File: config.mk
export PLATFORM = sky130hd
export DESIGN_NAME = reg_status_file
export DESIGN_NICKNAME = d
export VERILOG_FILES = /design/src/rtl/reg_status_file_pkg.sv /design/src/rtl/reg_read_port.sv /design/src/rtl/reg_status_file.sv
export SDC_FILE = /design/constraint.sdc
export NUM_CORES = 2
export LEC_CHECK = 0
export BUFFER_PORTS_ARGS = -buffer_cell sky130_fd_sc_hd__buf_2
export CAP_MARGIN = 0
export CELL_PAD_IN_SITES_DETAIL_PLACEMENT = 1
export CELL_PAD_IN_SITES_GLOBAL_PLACEMENT = 2
export CORE_ASPECT_RATIO = 0.7
export CORE_MARGIN = 5
export CORE_UTILIZATION = 48
export CTS_CLUSTER_DIAMETER = 40
export DETAILED_ROUTE_END_ITERATION = 8
export PLACE_DENSITY_LB_ADDON = 0.1
export SETUP_SLACK_MARGIN = 0.05
export SLEW_MARGIN = 20
export SYNTH_ARGS = -nofsm -noshare
export SYNTH_HDL_FRONTEND = slang
export SYNTH_SLANG_ARGS = --single-unit
export TNS_END_PERCENT = 30
File: constraint.sdc
create_clock -name clk_in -period 3.25 [get_ports clk_in]
set_input_delay 0.1625 -clock clk_in [delete_from_list [all_inputs] [get_ports clk_in]]
set_output_delay 0.1625 -clock clk_in [all_outputs]
set_load 0.03 [all_outputs]
File: src/rtl/reg_status_file_pkg.sv
// Shared sizing constants for the architectural register file and its rename status.
package reg_status_file_pkg;

    localparam int RSF_ROB_SIZE   = 16;
    localparam int RSF_ROB_SIZE_W = $clog2(RSF_ROB_SIZE);
    localparam int RSF_REG_NUM    = 32;
    localparam int RSF_XLEN       = 32;
    localparam int RSF_IDX_W      = $clog2(RSF_REG_NUM);

endpackage

File: src/rtl/reg_read_port.sv
// One dispatch read port: x0 forcing, same-cycle commit bypass, otherwise the stored entry.
module reg_read_port
    import reg_status_file_pkg::*;
#(
    parameter int TAG_W = RSF_ROB_SIZE_W,
    parameter int XLEN  = RSF_XLEN,
    parameter int IDX_W = RSF_IDX_W
) (
    input  logic [IDX_W-1:0] idx,
    input  logic [XLEN-1:0]  entry_val,
    input  logic             entry_busy,
    input  logic [TAG_W-1:0] entry_tag,
    input  logic             commit_valid,
    input  logic [TAG_W-1:0] commit_tag,
    input  logic [XLEN-1:0]  commit_val,
    output logic [XLEN-1:0]  rd_val,
    output logic             rd_busy,
    output logic [TAG_W-1:0] rd_tag
);

    always_comb begin
        rd_val  = entry_val;
        rd_busy = entry_busy;
        rd_tag  = entry_tag;
        if (idx == '0) begin
            rd_val  = '0;
            rd_busy = 1'b0;
            rd_tag  = '0;
        end else if (commit_valid && entry_busy && (entry_tag == commit_tag)) begin
            // The producer is committing right now, so dispatch can take the value immediately.
            rd_val  = commit_val;
            rd_busy = 1'b0;
        end
    end

endmodule

File: src/rtl/reg_status_file.sv
// Architectural register file x0..x31 with per-register busy bit and ROB tag for the Tomasulo core.
module reg_status_file
    import reg_status_file_pkg::*;
#(
    parameter int REG_NUM = RSF_REG_NUM,
    parameter int TAG_W   = RSF_ROB_SIZE_W,
    parameter int XLEN    = RSF_XLEN
) (
    input  logic                 clk_in,
    input  logic                 rst_in,
    input  logic                 rdy_in,
    input  logic                 rename_valid,
    input  logic [RSF_IDX_W-1:0] rename_rd,
    input  logic [TAG_W-1:0]     rename_tag,
    input  logic                 commit_valid,
    input  logic [RSF_IDX_W-1:0] commit_rd,
    input  logic [TAG_W-1:0]     commit_tag,
    input  logic [XLEN-1:0]      commit_val,
    input  logic                 predict_fail,
    input  logic [RSF_IDX_W-1:0] rs1_idx,
    output logic [XLEN-1:0]      rs1_val,
    output logic                 rs1_busy,
    output logic [TAG_W-1:0]     rs1_tag,
    input  logic [RSF_IDX_W-1:0] rs2_idx,
    output logic [XLEN-1:0]      rs2_val,
    output logic                 rs2_busy,
    output logic [TAG_W-1:0]     rs2_tag
);

    logic [REG_NUM-1:0][XLEN-1:0]  regs;
    logic [REG_NUM-1:0]            busy;
    logic [REG_NUM-1:0][TAG_W-1:0] tags;

    // Rename is applied after commit so it wins busy/tag on a same-register collision.
    always_ff @(posedge clk_in or negedge rst_in) begin
        if (!rst_in) begin
            regs <= '0;
            busy <= '0;
            tags <= '0;
        end else if (rdy_in) begin
            if (commit_valid && (commit_rd != '0)) begin
                regs[commit_rd] <= commit_val;
                if (tags[commit_rd] == commit_tag) begin
                    busy[commit_rd] <= 1'b0;
                end
            end
            if (predict_fail) begin
                busy <= '0;
            end else if (rename_valid && (rename_rd != '0)) begin
                busy[rename_rd] <= 1'b1;
                tags[rename_rd] <= rename_tag;
            end
        end
    end

    reg_read_port #(
        .TAG_W (TAG_W),
        .XLEN  (XLEN),
        .IDX_W (RSF_IDX_W)
    ) u_rs1_port (
        .idx          (rs1_idx),
        .entry_val    (regs[rs1_idx]),
        .entry_busy   (busy[rs1_idx]),
        .entry_tag    (tags[rs1_idx]),
        .commit_valid (commit_valid),
        .commit_tag   (commit_tag),
        .commit_val   (commit_val),
        .rd_val       (rs1_val),
        .rd_busy      (rs1_busy),
        .rd_tag       (rs1_tag)
    );

    reg_read_port #(
        .TAG_W (TAG_W),
        .XLEN  (XLEN),
        .IDX_W (RSF_IDX_W)
    ) u_rs2_port (
        .idx          (rs2_idx),
        .entry_val    (regs[rs2_idx]),
        .entry_busy   (busy[rs2_idx]),
        .entry_tag    (tags[rs2_idx]),
        .commit_valid (commit_valid),
        .commit_tag   (commit_tag),
        .commit_val   (commit_val),
        .rd_val       (rs2_val),
        .rd_busy      (rs2_busy),
        .rd_tag       (rs2_tag)
    );

endmodule

==> run_results.csv <==
group,metric,value,unit
routing,drt-total-wl,223,mm
grt,overflow,0,
routing,final_antenna_net_count,0,
power_and_ir_drop,p_leak,0.0341,µW
final_layout,drive_above_1_share,0.605,
critical_path,cp_num_buf_inv,5,
sta,rsz0062_at_grt,"true",
final_layout,multiInputGateArea,34300,µm²
cts,htree_levels,4,
critical_path,critical_path.slowest_cell,"mux4_2",
critical_path,cp_data_required_time,3.09,ns
synthesis,synthFlopType,"dfrtp_1",
synthesis,synth-seq-cells,1184,
routing,drc,0,
critical_path,max_stage_delay,0.48,ns
critical_path,crit_path_cell_trace,"mux4_2 > a22o_4 > a31o_1 > o31a_1 > nor4_2 > nor4b_4 > buf_8 > buf_4 > buf_12 > buf_16 > nand3_2 > o21ai_1 > buf_4",
power_and_ir_drop,ir_worst_vdd,0.440,mV
synthesis,synthCells,4195,
synthesis,synth_nets,4261,
routing,drt_iter0_markers,3832,
sta,min_period,4.07,ns
final_layout,utilization,0.566,
grt,grt_pass1_vias,44200,
final_layout,fin_nets,4422,
placement,gp_congestion,0.884,
critical_path,r2r_cells,9,
synthesis,avgSynthCellArea,15.5,µm²
outcome,violations,"setup timing",
floorplanning,io_pins,140,
final_layout,fill_cells,12100,
synthesis,syn_area,65200,µm²
critical_path,crit_type,"flop to output pin",
cts,cts.path.max_buffers,3,
worst_hold_path,holdPathEnd,"regs[277]",
cts,cts_buffers,157,
sta,drv_slew,0,
power_and_ir_drop,cellPowerDensity,573,nW/µm²
floorplanning,initial_core_util,0.482,
routing,num_vias,41900,
floorplanning,dieArea,143000,µm²
synthesis,synth-async-reset-ratio,1.00,
sta,fmax,245,MHz
critical_path,crit_path_end_kind,"output pin",
synthesis,ys_seq_area_frac,0.454,
routing,wl_per_cell,35.5,µm
critical_path,r2r-start,"tags[28]",
critical_path,worst_setup_path_start_kind,"flop",
worst_hold_path,hold_class,"primary input to flop",
final_layout,seqCellArea,29600,µm²
cts,insertion_delay,0.80,ns
routing,drtPass1Iterations,5,
routing,drt-vias-per-instance,6.68,
cts,path_clk_slew,0.06,ns
placement,io_buffer_count,139,
critical_path,reg2reg_to,"busy[18]",
cts,tritoncts,"yes",
critical_path,critPathMaxFanout,5,
final_layout,final_common_cell,"dfrtp_1",
synthesis,ys_types,46,
floorplanning,fp.dieH,318,µm
grt,grt_usage,0.313,
synthesis,synth-edff-count,0,
floorplanning,die_w,451,µm
sta,relSlewSlack,0.288,
synthesis,synth.yosys.warnings,0,
grt,grt_pass1_wl,326,mm
sta,worst_pin_slew,1.06,ns
worst_hold_path,whs_path_depth,2,
sta,hold_viol,0,
critical_path,path_delay_family,"compound AO/OA/AOI/OAI gates",
floorplanning,coreArea,135000,µm²
cts,cts_sinks,1184,
critical_path,worstPathArrival,3.91,ns
grt,antenna_found_initial,1,
worst_hold_path,hold_path_startpoint,"commit_val[21]",
final_layout,layout_common_cells,"dfrtp_1, mux2_2, mux4_2",
critical_path,cpMostUsedCell,"buf_4",
job,max_cap_viol_count,0,
sta,fin_ws,-0.823,ns
grt,grt_max_degree,134,
critical_path,reg2reg_slack,0.32,ns
placement,hpwl,134,mm
sta,final.setup.tns,-48.06,ns
final_layout,area_growth,17.5,%
sta,period_share,1.25,
sta,skew,0.0290,ns
sta,setup_viol,66,
cts,root_buffer,"clkbuf_16",
floorplanning,rows,113,
outcome,outcome,"finished with violations",
==> logic make-up (layout without fill, tap and decap cells) <==
group,count (synthesis),count (layout),synth area share
muxes,1986,1986,0.466
DFF,1184,1184,0.454
buffers and inverters,488,778,0.0314
and+or+nand+nor,364,364,0.0290
AOI/OAI and AO/OA,162,162,0.0175
xor gates and xnor gates,11,11,0.00148
other,0,1,0
==> registers in the layout, indices dropped and copies added, names as in the netlist <==
| register | flops |
|---|---|
| tags | 128 |
| busy | 32 |
| regs | 1024 |
==> timing repair <==
action,in CTS,in global routing
pin swaps,6,5
hold buffers,26,0
setup buffers,13,3
cloned,8,1
hold endpoints to repair,1251,0
setup endpoints to repair,66,67
gates resized for setup,220,55
==> how the worst max path moves through the flow <==
stage                     slack (ns)        from  cells after the start     endpoint
after global routing           -0.91    tags[40]                     13  rs1_val[18]
after CTS                      -0.88    tags[40]                     13  rs2_val[30]
final                          -0.82    tags[40]                     13  rs1_val[23]
after detailed placement       -0.20  rs1_idx[1]                     12  rs1_val[12]
after floorplan                 0.15  rs2_idx[1]                     10     rs2_busy
after global placement         -0.18    tags[40]                     11  rs2_val[12]
==> metrics by stage <==
step	cells	hold slack (ns)	instance area, µm²	setup slack (ns)	power (µW)
4_1_cts	6264	0.00227	76300	-0.883	44100
6_report	6268	0.0405	76600	-0.823	43900
5_1_grt	6268	0.0413	76600	-0.908	45500
2_1_floorplan	4195	-0.133	65200	0.149	23000
3_3_place_gp	5929	0.0785	69600	-0.177	25300
3_5_place_dp	5929	0.0846	69600	-0.197	25600
==> cell usage after synthesis (2+ instances only) <==
master,number,area share
xor2_1,5,0.00067
buf_2,99,0.0076
o311ai_0,21,0.0028
buf_4,9,0.0010
and3b_1,2,0.00027
o2111ai_1,4,0.00054
a211oi_1,3,0.00035
a21oi_1,4,0.00031
mux4_2,725,0.25
nand2_1,65,0.0037
o21ai_1,4,0.00031
buf_6,8,0.0014
nor4b_1,2,0.00027
nand3_1,63,0.0048
nor2_1,65,0.0037
buf_1,63,0.0036
and2_1,7,0.00067
a221oi_1,16,0.0021
nor3_1,7,0.00054
mux2_2,1154,0.20
nor4_1,3,0.00029
dfrtp_1,1184,0.45
mux2i_1,107,0.016
o211ai_1,42,0.0048
xnor2_1,6,0.00081
and3_1,13,0.0012
and2_0,2,0.00019
a22oi_1,14,0.0016
nand2b_1,64,0.0061
a31oi_1,3,0.00029
nor2b_1,47,0.0045
or2_2,3,0.00029
inv_1,9,0.00052
o21ai_0,44,0.0034
or3_1,2,0.00019
nand4_1,12,0.0012
nor3b_1,6,0.00069
clkbuf_1,300,0.017
==> layout make-up <==
| type | count | share of cell area |
|---|---|---|
| Antenna cell | 1 | 0.0000327 |
| Clock buffer | 197 | 0.0569 |
| Clock inverter | 91 | 0.0142 |
| Inverter | 9 | 0.000441 |
| Multi-Input combinational cell | 2523 | 0.447 |
| Sequential cell | 1184 | 0.387 |
| Tap cell | 1782 | 0.0291 |
| Timing Repair Buffer | 481 | 0.0654 |
==> report_power, final <==
| part | total, µW | internal, µW | switching [µW] |
|---|---|---|---|
| combinational | 7760 | 4420 | 3340 |
| sequential | 18000 | 16600 | 1420 |
| clock | 18100 | 10900 | 7240 |
==> per-layer routing <==
| layer | wire length [µm] | track usage | up-vias | share of wire |
|---|---|---|---|---|
| met5 | 0 | 0 | - | 0 |
| met1 | 97300 | 0.457 | 23100 | 0.44 |
| met2 | 100000 | 0.461 | 1623 | 0.45 |
| met4 | 7190 | 0.0964 | 0 | 0.032 |
| met3 | 17800 | 0.0823 | 367 | 0.080 |
| li1 | - | - | 16800 | - |
(Power assumes the default switching activity.)
